**src/rtl/bram_load_sequencer_pkg.sv**
```systemverilog
// Shared state encodings, error codes and the byte-enable mask helper for
// the BRAM load sequencer.
package bram_load_pkg;

    localparam logic [4:0] S_IDLE   = 5'b00001;
    localparam logic [4:0] S_ISSUE  = 5'b00010;
    localparam logic [4:0] S_WAIT   = 5'b00100;
    localparam logic [4:0] S_NEXT   = 5'b01000;
    localparam logic [4:0] S_FINISH = 5'b10000;

    typedef enum logic [4:0] {
        ST_IDLE   = S_IDLE,
        ST_ISSUE  = S_ISSUE,
        ST_WAIT   = S_WAIT,
        ST_NEXT   = S_NEXT,
        ST_FINISH = S_FINISH
    } state_t;

    localparam logic [1:0] ERR_NONE    = 2'b00;
    localparam logic [1:0] ERR_TIMEOUT = 2'b01;
    localparam logic [1:0] ERR_ABORT   = 2'b10;

    // The writer fills bit 3 first, so a partial tail word sets the top bits.
    function automatic logic [3:0] tail_mask(input logic [31:0] remaining);
        if (remaining >= 32'd4) begin
            return 4'b1111;
        end
        case (remaining[1:0])
            2'd3:    return 4'b1110;
            2'd2:    return 4'b1100;
            2'd1:    return 4'b1000;
            default: return 4'b0000;
        endcase
    endfunction

endpackage

```
**src/rtl/bram_load_sequencer_wait_timer.sv**
```systemverilog
// Down-counter that bounds the time spent waiting for a writer completion;
// expired is high on the last allowed cycle after a load.
module wait_timer #(
    parameter int CYCLES = 65535
) (
    input  logic clk,
    input  logic rst_n,
    input  logic load,
    input  logic en,
    output logic expired
);

    localparam int W = (CYCLES > 1) ? $clog2(CYCLES) : 1;

    logic [W-1:0] r_count;

    always_ff @(posedge clk or negedge rst_n) begin
        if (!rst_n) begin
            r_count <= '0;
        end else if (load) begin
            r_count <= W'(CYCLES - 1);
        end else if (en && (r_count != '0)) begin
            r_count <= r_count - W'(1);
        end
    end

    assign expired = (r_count == '0);

endmodule

```
**src/rtl/bram_load_sequencer.sv**
```systemverilog
// Splits a (base address, byte count) load command into per-word writer
// requests, one at a time, with timeout and word-boundary abort handling.
module bram_load_sequencer
    import bram_load_pkg::*;
#(
    parameter int ADDR_W         = 9,
    parameter int CNT_W          = 12,
    parameter int TIMEOUT_CYCLES = 65535
) (
    input  logic              clk,
    input  logic              rst_n,
    input  logic              start,
    input  logic [ADDR_W-1:0] base_addr,
    input  logic [CNT_W-1:0]  byte_count,
    input  logic              abort,
    output logic              busy,
    output logic              done,
    output logic [1:0]        err_code,
    output logic [ADDR_W:0]   words_done,
    output logic              wr_enable,
    output logic [ADDR_W-1:0] wr_addr,
    output logic [3:0]        wr_bytes,
    input  logic              wr_complete
);

    state_t            r_state;
    logic [ADDR_W-1:0] r_cur_addr;
    logic [CNT_W-1:0]  r_remaining;
    logic              r_abort_pending;
    logic [1:0]        r_err_code;
    logic [ADDR_W:0]   r_words_done;
    logic [ADDR_W-1:0] r_wr_addr;
    logic [3:0]        r_wr_bytes;

    logic              w_expired;
    logic [CNT_W-1:0]  w_step;

    assign w_step = (r_remaining >= CNT_W'(4)) ? CNT_W'(4) : r_remaining;

    wait_timer #(
        .CYCLES (TIMEOUT_CYCLES)
    ) u_wait_timer (
        .clk     (clk),
        .rst_n   (rst_n),
        .load    (r_state == ST_ISSUE),
        .en      (r_state == ST_WAIT),
        .expired (w_expired)
    );

    always_ff @(posedge clk or negedge rst_n) begin
        if (!rst_n) begin
            r_state         <= ST_IDLE;
            r_cur_addr      <= '0;
            r_remaining     <= '0;
            r_abort_pending <= 1'b0;
            r_err_code      <= ERR_NONE;
            r_words_done    <= '0;
            r_wr_addr       <= '0;
            r_wr_bytes      <= 4'b0000;
        end else begin
            if (abort && (r_state inside {ST_ISSUE, ST_WAIT, ST_NEXT})) begin
                r_abort_pending <= 1'b1;
            end
            case (r_state)
                ST_IDLE: begin
                    if (start) begin
                        r_cur_addr      <= base_addr;
                        r_remaining     <= byte_count;
                        r_words_done    <= '0;
                        r_err_code      <= ERR_NONE;
                        r_abort_pending <= 1'b0;
                        if (byte_count == '0) begin
                            r_state <= ST_FINISH;
                        end else begin
                            r_state    <= ST_ISSUE;
                            r_wr_addr  <= base_addr;
                            r_wr_bytes <= tail_mask(32'(byte_count));
                        end
                    end
                end
                ST_ISSUE: r_state <= ST_WAIT;
                // Completion takes priority over a timeout in the same cycle.
                ST_WAIT: begin
                    if (wr_complete) begin
                        r_words_done <= r_words_done + {{ADDR_W{1'b0}}, 1'b1};
                        r_remaining  <= r_remaining - w_step;
                        r_cur_addr   <= r_cur_addr + ADDR_W'(1);
                        r_state      <= ST_NEXT;
                    end else if (w_expired) begin
                        r_err_code <= ERR_TIMEOUT;
                        r_state    <= ST_FINISH;
                    end
                end
                ST_NEXT: begin
                    if (r_remaining == '0) begin
                        r_err_code <= ERR_NONE;
                        r_state    <= ST_FINISH;
                    end else if (r_abort_pending) begin
                        r_err_code <= ERR_ABORT;
                        r_state    <= ST_FINISH;
                    end else begin
                        r_wr_addr  <= r_cur_addr;
                        r_wr_bytes <= tail_mask(32'(r_remaining));
                        r_state    <= ST_ISSUE;
                    end
                end
                ST_FINISH: r_state <= ST_IDLE;
                default:   r_state <= ST_IDLE;
            endcase
        end
    end

    assign busy       = (r_state != ST_IDLE);
    assign done       = (r_state == ST_FINISH);
    assign wr_enable  = (r_state == ST_ISSUE);
    assign err_code   = r_err_code;
    assign words_done = r_words_done;
    assign wr_addr    = r_wr_addr;
    assign wr_bytes   = r_wr_bytes;

endmodule

```
**config.mk**
```make
export PLATFORM = sky130hd
export DESIGN_NAME = bram_load_sequencer
export DESIGN_NICKNAME = d
export VERILOG_FILES = /design/src/rtl/bram_load_sequencer_pkg.sv /design/src/rtl/bram_load_sequencer_wait_timer.sv /design/src/rtl/bram_load_sequencer.sv
export SDC_FILE = /design/constraint.sdc
export NUM_CORES = 1
export LEC_CHECK = 0
export CORE_UTILIZATION = 49
export CTS_CLUSTER_SIZE = 12
export DETAILED_ROUTE_END_ITERATION = 12
export PLACE_DENSITY_LB_ADDON = 0.08
export SLEW_MARGIN = 20
export SYNTH_ARGS = -nofsm -noshare
export SYNTH_HDL_FRONTEND = slang
export SYNTH_SLANG_ARGS = --single-unit
```
**constraint.sdc**
```tcl
create_clock -name clk -period 2.3 [get_ports clk]
set_input_delay 0.69 -clock clk [delete_from_list [all_inputs] [get_ports clk]]
set_output_delay 0.69 -clock clk [all_outputs]
set_load 0.02 [all_outputs]
```
After elaboration in Yosys (flattened, before gate mapping) --
Cells that the tools add are included.
Operators by class: $add $sub $neg 4, equality and inequality tests 21, reductions and logical operators 15, muxes and demuxes 52, magnitude comparators 3
Operator list (number):
- 9-bit 2-to-1 mux | 6
- 12-bit by 3-bit >= comparator with 1-bit output (second input constant) | 3
- 12-bit 2-to-1 mux | 3
- 9-bit one-hot mux with 2 select lines | 2
- 16-bit 2-to-1 mux | 2
- 4-bit 2-to-1 mux | 8
- 5-bit 2-to-1 mux | 6
- 12-bit logical NOT | 2
- 12-bit one-hot mux with 2 select lines | 1
- 4-bit one-hot mux with 3 select lines | 2
- 10-bit 2-to-1 mux | 2
- 10-bit one-hot mux with 2 select lines | 1
- 5-bit one-hot mux with 4 select lines | 1
- 16-bit logical NOT | 1
- 16-bit nonzero test | 1
- 16-bit by 1-bit subtractor with 16-bit output (second input constant) | 1
- 2-bit != test (second input constant) | 7
- 12-bit subtractor | 1
- 1-bit 2-to-1 mux | 11
- 10-bit by 1-bit adder with 10-bit output (second input constant) | 1
- 2-bit 2-to-1 mux | 5
- 5-bit AND reduction | 2
- 9-bit by 1-bit adder with 9-bit output (second input constant) | 1
- 2-bit == test (second input constant) | 4
- other kinds (16) | 21
Storage, ports and cells: word-level logic and storage cells 104, register bits 68, input bits 26, output and inout bits 28

Logic depth before layout (Yosys ltp) --
Gate-level depths: netlist of the first run.
depth after elaboration 9, gate-level depth with buffers 10, depth with buffers taken out 10

By module --
Synthesis of the first run repeated with hierarchy kept, for this count alone.
Unflattened totals: cell total of the unflattened synthesis 401, area, all modules 3799.9 um^2
Modules (own cells, without submodules):
- bram_load_sequencer | sequential area each 1302.5 um^2, cells each 309, area each 2909.0 um^2, instances 1
- wait_timer | sequential area each 400.4 um^2, cells each 92, area each 890.9 um^2, instances 1

Worst setup path before layout of the first run --
OpenSTA, ideal clock, no wires.
path type register to register, start reg r_remaining[6], end reg r_remaining[4], slack -249 ps, data required time 2181 ps, library setup time 119 ps, buffers on the path 0, period minus slack after synthesis 2549 ps, stages on the path, launching flop included 11, arrival time 2430 ps, cell sequence dfrtp_1 > or4_1 > nor2_1 > nand3_1 > nand2_1 > ha_1 > inv_1 > o41ai_1 > o21ai_0 > a21oi_1 > nor2_1
On the way: cells in the longest elaborated chain, start to end 5
Ends and longest elaborated chain:
- start: declaration | line bram_load_sequencer.sv:28 | logic [CNT_W-1:0] r_remaining;
- start signal: assignment | line bram_load_sequencer.sv:68 | r_remaining <= byte_count;
- start signal: assignment | line bram_load_sequencer.sv:86 | r_remaining <= r_remaining - w_step;
- 12-bit by 3-bit >= comparator with 1-bit output | line bram_load_sequencer.sv:38 | assign w_step = (r_remaining >= CNT_W'(4)) ? CNT_W'(4) : r_remaining;
- 12-bit 2-to-1 mux | line bram_load_sequencer.sv:38
- 12-bit subtractor | line bram_load_sequencer.sv:86
- 12-bit 2-to-1 mux | line bram_load_sequencer.sv:84 | if (wr_complete) begin
- 12-bit one-hot mux with 2 select lines | line bram_load_sequencer.sv:64 | case (r_state)
Every way passes these cells. The select of a mux whose other input is x is not followed. A chain may end at the register's enable or synchronous reset.

Worst setup path in the final report of the first run --
start reg r_remaining[4], end reg r_remaining[2]
Same word-level chain as after synthesis.

==> flow_summary.json, run 1 <==
{
  "hpwl_mm": 6.33,
  "setup-violations-final": 1,
  "yosysSeqAreaShare": 0.458,
  "layout_common_cells": "dfrtp_1 (67), nand2_1 (53), clkdlybuf4s50_1 (49), buf_4 (40), nor2_1 (38)",
  "yosys.cell_types.count": 57,
  "die_area_sq_um": 7950,
  "skew_ns": 0.0117,
  "io_buffers": 53,
  "initial_core_util": 0.510,
  "slowest_delay_ns": 0.57,
  "drive_above_1_share": 0.154,
  "required_ns": 2.52,
  "syn_inst": 416,
  "period_needed_ns": 2.36,
  "placedCellCount": 589,
  "postLayoutCellArea_sq_um": 4920,
  "postRouteAntennaNets": 0,
  "antenna_cells": 0,
  "place_area_sq_um": 4670,
  "final_nets": 537,
  "failed_checks": "negative setup slack",
  "synth_nets": 446,
  "rows": 31,
  "htree_num_levels": 3,
  "path_buf_inv": 1,
  "power_density_nw_per_um2": 1060,
  "design.core.area_sq_um": 7290,
  "drv_slew": 0,
  "gr-total-overflow": 0,
  "final_util": 0.675,
  "ir_drop_mv": 0.564,
  "grt_usage": 0.242,
  "grt_max_degree": 69,
  "cts_root_buf": "clkbuf_8",
  "crit_arrival_ns": 2.58,
  "crit_type": "reg -> reg",
  "worst_setup_path_end_kind": "flip-flop",
  "first_pass_iters": 4,
  "path_delay_family": "simple AND/OR/NAND/NOR gates",
  "drc": 0,
  "max-cap-violations": 0,
  "antenna_found_initial": 0,
  "path_clk_slew_ns": 0.08,
  "instances_no_fill": 611,
  "final_common_cell": "dfrtp_1",
  "totalPowerFinal_mw": 5.22,
  "dieHeight_um": 89.1,
  "status": "complete, but fails checks",
  "die_width_um": 89.1,
  "drt_wl_total_mm": 9.30,
  "cts_buffers": 9,
  "hold_violations": 0,
  "p_leak_nw": 1.99,
  "grt_pass1_vias": 3122,
  "io_pins": 54,
  "syn_avg_cell_area_sq_um": 8.94,
  "fin_ws_ns": -0.0600,
  "synthArstFlopShare": 1.00,
  "crit_chain": "or4_4, nor2_4, nand3_2, nand2_2, ha_4, inv_2, o41ai_4, a211oi_2, a21oi_1, o21ai_1",
  "cp-start-kind": "flip-flop",
  "drt_iter0_drc": 176,
  "fmax_ghz": 0.424,
  "grt_pass1_wl_mm": 14.7,
  "cts_tree": "done",
  "syn_area_sq_um": 3720,
  "syn2layout_area_growth_pct": 32.2,
  "drt-wirelength-per-cell_um": 15.2,
  "via_per_inst": 5.67,
  "yosysWarnings": 0,
  "whs_ns": 0.354,
  "cts_buffer_depth": 2,
  "hold_class": "in -> async",
  "timing.final.crit_share": 1.03,
  "via_count": 3463,
  "clock_latency_ns": 0.34,
  "gp_congestion": 0.835,
  "synth-edff-count": 0,
  "rsz0062_at_grt": "true",
  "clock_sinks": 68,
  "cp_slowest_cell": "or4_4",
  "synth-main-ff-cell": "dfrtp_1",
  "worstPathMaxFanout": 3,
  "synth_seq_cells": 68
}
==> per-stage QoR <==
| step | setup WS [ns] | TNS [ns] |
|---|---|---|
| 2_1_floorplan | 0.00448 | 0 |
| 3_3_place_gp | -0.138 | -1.90 |
| 3_5_place_dp | -0.140 | -1.84 |
| 4_1_cts | 0.0124 | 0 |
| 5_1_grt | -0.117 | -0.294 |
| 6_report | -0.0600 | -0.0600 |
==> power by group <==
part / leakage [nW] / switching, mW / internal [mW]
Sequential: 0.797 / 0.503 / 1.65
Clock: 0.0928 / 0.463 / 0.416
Combinational: 1.10 / 1.13 / 1.05
Total: 1.99 / 2.10 / 3.12
==> timing repair <==
action / in CTS / in global routing
hold buffers: 0 / 0
gates resized for setup: 7 / 7
pin swaps: 1 / 9
endpoints found under the setup margin: 6 / 6
buffers inserted: 0 / 6
==> cells in the mapped netlist (5+ instances only) <==
cell	instances	area, sq um
a31oi_1	5	31.3
clkbuf_1	11	41.3
nor2_1	39	146
a211oi_1	7	52.6
nand4_1	8	50.1
xor2_1	13	114
a21oi_1	29	145
nand2_1	54	203
nor3_1	17	85.1
nor4_1	6	37.5
o22ai_1	5	31.3
xnor2_1	8	70.1
buf_2	6	30.0
dfrtp_1	67	1680
inv_1	11	41.3
mux2i_1	11	110
nand3_1	18	90.1
o21ai_0	33	165
==> registers in the layout, summed over array words and instances, names as in the netlist <==
name,count
wr_addr,9
r_abort_pending,1
r_cur_addr,9
words_done,10
err_code,2
u_wait_timer.r_count,16
wr_bytes,4
r_state,5
r_remaining,12
==> routing by layer <==
| metal | share of wire | vias to the layer above | GRT usage | wire (um) |
|---|---|---|---|---|
| met1 | 0.48 | 1685 | 0.338 | 4420 |
| li1 | - | 1691 | - | - |
| met3 | 0.038 | 10 | 0.0416 | 355 |
| met2 | 0.47 | 77 | 0.380 | 4400 |
| met4 | 0.013 | 0 | 0.0866 | 125 |
| met5 | 0 | - | 0 | 0 |
==> worst register-to-register path, cell delays in order, from the launching register on <==
cell      delay, ns
dfrtp_1        0.38
or4_4          0.57
nor2_4         0.13
nand3_2        0.10
nand2_2        0.10
ha_4           0.15
inv_2          0.05
o41ai_4        0.39
a211oi_2       0.10
a21oi_1        0.17
o21ai_1        0.10
==> cells by family (layout without fill, tap and decap cells) <==
group	count (synthesis)	count (layout)	synth area share
and+or+nand+nor	179	179	0.249
AOI/OAI and AO/OA	102	102	0.167
DFF	68	68	0.458
buffers and inverters	30	126	0.0323
xor gates and xnor gates	21	21	0.0494
muxes	11	11	0.0296
adders and majority gates	4	4	0.0135
other	1	1	0.00101
==> cell type report <==
type	instances	area (sq um)
Fill cell	638	2370
Multi-Input combinational cell	318	1960
Sequential cell	68	1700
Timing Repair Buffer	98	922
Clock buffer	11	141
Tap cell	99	124
Inverter	12	45.0
Clock inverter	5	28.8
==> path summary, 6_finish.rpt <==
check / startpoint / end / slack, ns / depth (start not counted)
min: rst_n / wr_addr[3] / 0.35 / 2
max reg2reg: r_remaining[4] / r_remaining[2] / -0.06 / 10
min reg2reg: wr_bytes[3] / wr_bytes[3] / 0.47 / 1
min in group clk: wr_bytes[3] / wr_bytes[3] / 0.47 / 1
max in group asynchronous: rst_n / r_state[0] / 1.60 / 2
max: r_remaining[4] / r_remaining[2] / -0.06 / 10
No activity file was read; power rests on OpenSTA's default activity.
==> run 2: changes to the inputs <==
--- a/config.mk
+++ b/config.mk
@@ -8,6 +8,7 @@
 export CORE_UTILIZATION = 49
 export CTS_CLUSTER_SIZE = 12
 export DETAILED_ROUTE_END_ITERATION = 12
+export MAX_ROUTING_LAYER = met4
 export PLACE_DENSITY_LB_ADDON = 0.08
 export SLEW_MARGIN = 20
 export SYNTH_ARGS = -nofsm -noshare
==> flow_summary.json, run 2 (same netlist as run 1, synthesis figures left out) <==
{
  "reg2reg_from": "r_remaining[5]",
  "cts_root_buf": "clkbuf_8",
  "grt_pass1_vias": 3118,
  "via_count": 3479,
  "totalPowerFinal_mw": 5.22,
  "period_needed_ns": 2.36,
  "drt-wirelength-per-cell_um": 15.2,
  "skew_ns": 0.0131,
  "failed_checks": "negative setup slack",
  "ir_drop_mv": 0.562,
  "postRouteAntennaNets": 0,
  "status": "complete, but fails checks",
  "top_register": "u_wait_timer.r_count",
  "rr_endpoint": "r_remaining[2]",
  "p_leak_nw": 1.99,
  "hpwl_mm": 6.33,
  "dieHeight_um": 89.1,
  "first_pass_iters": 4,
  "htree_num_levels": 3,
  "final_util": 0.675,
  "max-cap-violations": 0,
  "layout_common_cells": "dfrtp_1 (67), nand2_1 (53), clkdlybuf4s50_1 (49), buf_4 (40), nor2_1 (38)",
  "grt_pass1_wl_mm": 14.7,
  "cts_buffers": 9,
  "via_per_inst": 5.69,
  "gp_congestion": 0.848,
  "rr_worst_depth": 10,
  "fin_ws_ns": -0.0644,
  "die_area_sq_um": 7950,
  "syn2layout_area_growth_pct": 32.2,
  "largest_reg_flops": 16,
  "antenna_cells": 0,
  "drc": 0,
  "antenna_found_initial": 0,
  "crit_arrival_ns": 2.58,
  "io_buffers": 53,
  "drv_slew": 0,
  "final_common_cell": "dfrtp_1",
  "crit_type": "reg -> reg",
  "gr-total-overflow": 0,
  "timing.final.crit_share": 1.03,
  "place_ws_ns": -0.140,
  "grt_usage": 0.250,
  "endpoint": "r_remaining[2]",
  "cts_buffer_depth": 2,
  "setup-violations-final": 1,
  "rsz0062_at_grt": "true",
  "multiInputGateArea_sq_um": 1960,
  "postLayoutCellArea_sq_um": 4920,
  "worst_setup_path_end_kind": "flip-flop",
  "die_width_um": 89.1,
  "drt_wl_total_mm": 9.30,
  "design.core.area_sq_um": 7290,
  "hold_class": "in -> async",
  "place_area_sq_um": 4670,
  "drive_above_1_share": 0.154,
  "cp-start-kind": "flip-flop",
  "clock_latency_ns": 0.34,
  "rows": 31,
  "required_ns": 2.52,
  "clock_sinks": 68,
  "power_density_nw_per_um2": 1060,
  "worstPathMaxFanout": 3,
  "drt_iter0_drc": 168,
  "final_nets": 537,
  "cp-startpoint": "r_remaining[5]",
  "hold_violations": 0,
  "grt_max_degree": 69,
  "path_clk_slew_ns": 0.08,
  "fmax_ghz": 0.423,
  "initial_core_util": 0.510,
  "io_pins": 54,
  "ff2ff_setup_slack_ns": -0.06,
  "seqCellArea_sq_um": 1700,
  "cts_tree": "done",
  "fillers": 638
}
-- run 2: power by group --
part	switching [mW]	leakage (nW)	total [mW]	internal, mW
logic	1.13	1.10	2.18	1.05
clock network	0.462	0.0928	0.878	0.416
registers	0.502	0.797	2.16	1.65
-- run 2: what timing repair did --
item	CTS	global route
endpoints found under the setup margin	6	6
hold buffers	0	0
setup buffers	0	6
gates resized for setup	7	7
pin swaps	1	9
-- run 2: stage by stage --
step / std cells / hold WS (ns) / setup TNS, ns
finish: 611 / 0.349 / -0.0644
global route: 611 / 0.387 / -0.305
CTS: 605 / 0.372 / 0
detailed placement: 589 / 0.462 / -1.84
global placement: 589 / 0.452 / -1.90
floorplan: 416 / 0.394 / 0
-- run 2: final cells by class --
| type | count | share of cell area |
|---|---|---|
| well taps | 99 | 0.0252 |
| clock inverters | 5 | 0.00585 |
| flip-flops and latches | 68 | 0.346 |
| repair buffers | 98 | 0.187 |
| inverters | 12 | 0.00915 |
| clock buffers | 11 | 0.0287 |
| multi-input cells | 318 | 0.398 |
-- run 2: worst min-delay path by stage --
stage | end | slack [ns] | cells after the start
6_report | wr_addr[5] | 0.35 | 2
5_1_grt | wr_addr[5] | 0.39 | 2
4_1_cts | wr_addr[3] | 0.37 | 2
3_5_place_dp | wr_bytes[3] | 0.46 | 1
3_3_place_gp | wr_bytes[3] | 0.45 | 1
2_1_floorplan | err_code[0] | 0.39 | 0
-- run 2: per-layer routing --
layer / up-vias / GRT usage / wire, um
met5: - / - / 0
met4: 0 / 0.0909 / 112
met3: 8 / 0.0388 / 377
met2: 90 / 0.380 / 4410
met1: 1690 / 0.339 / 4400
li1: 1691 / - / -
-- run 2: worst max-delay path, stage by stage, from the launching register on --
cell,delay [ns]
dfrtp_1,0.40
or4_4,0.55
nor2_4,0.13
nand3_2,0.10
nand2_2,0.10
ha_4,0.15
inv_2,0.05
o41ai_4,0.39
a211oi_2,0.10
a21oi_1,0.18
o21ai_1,0.10
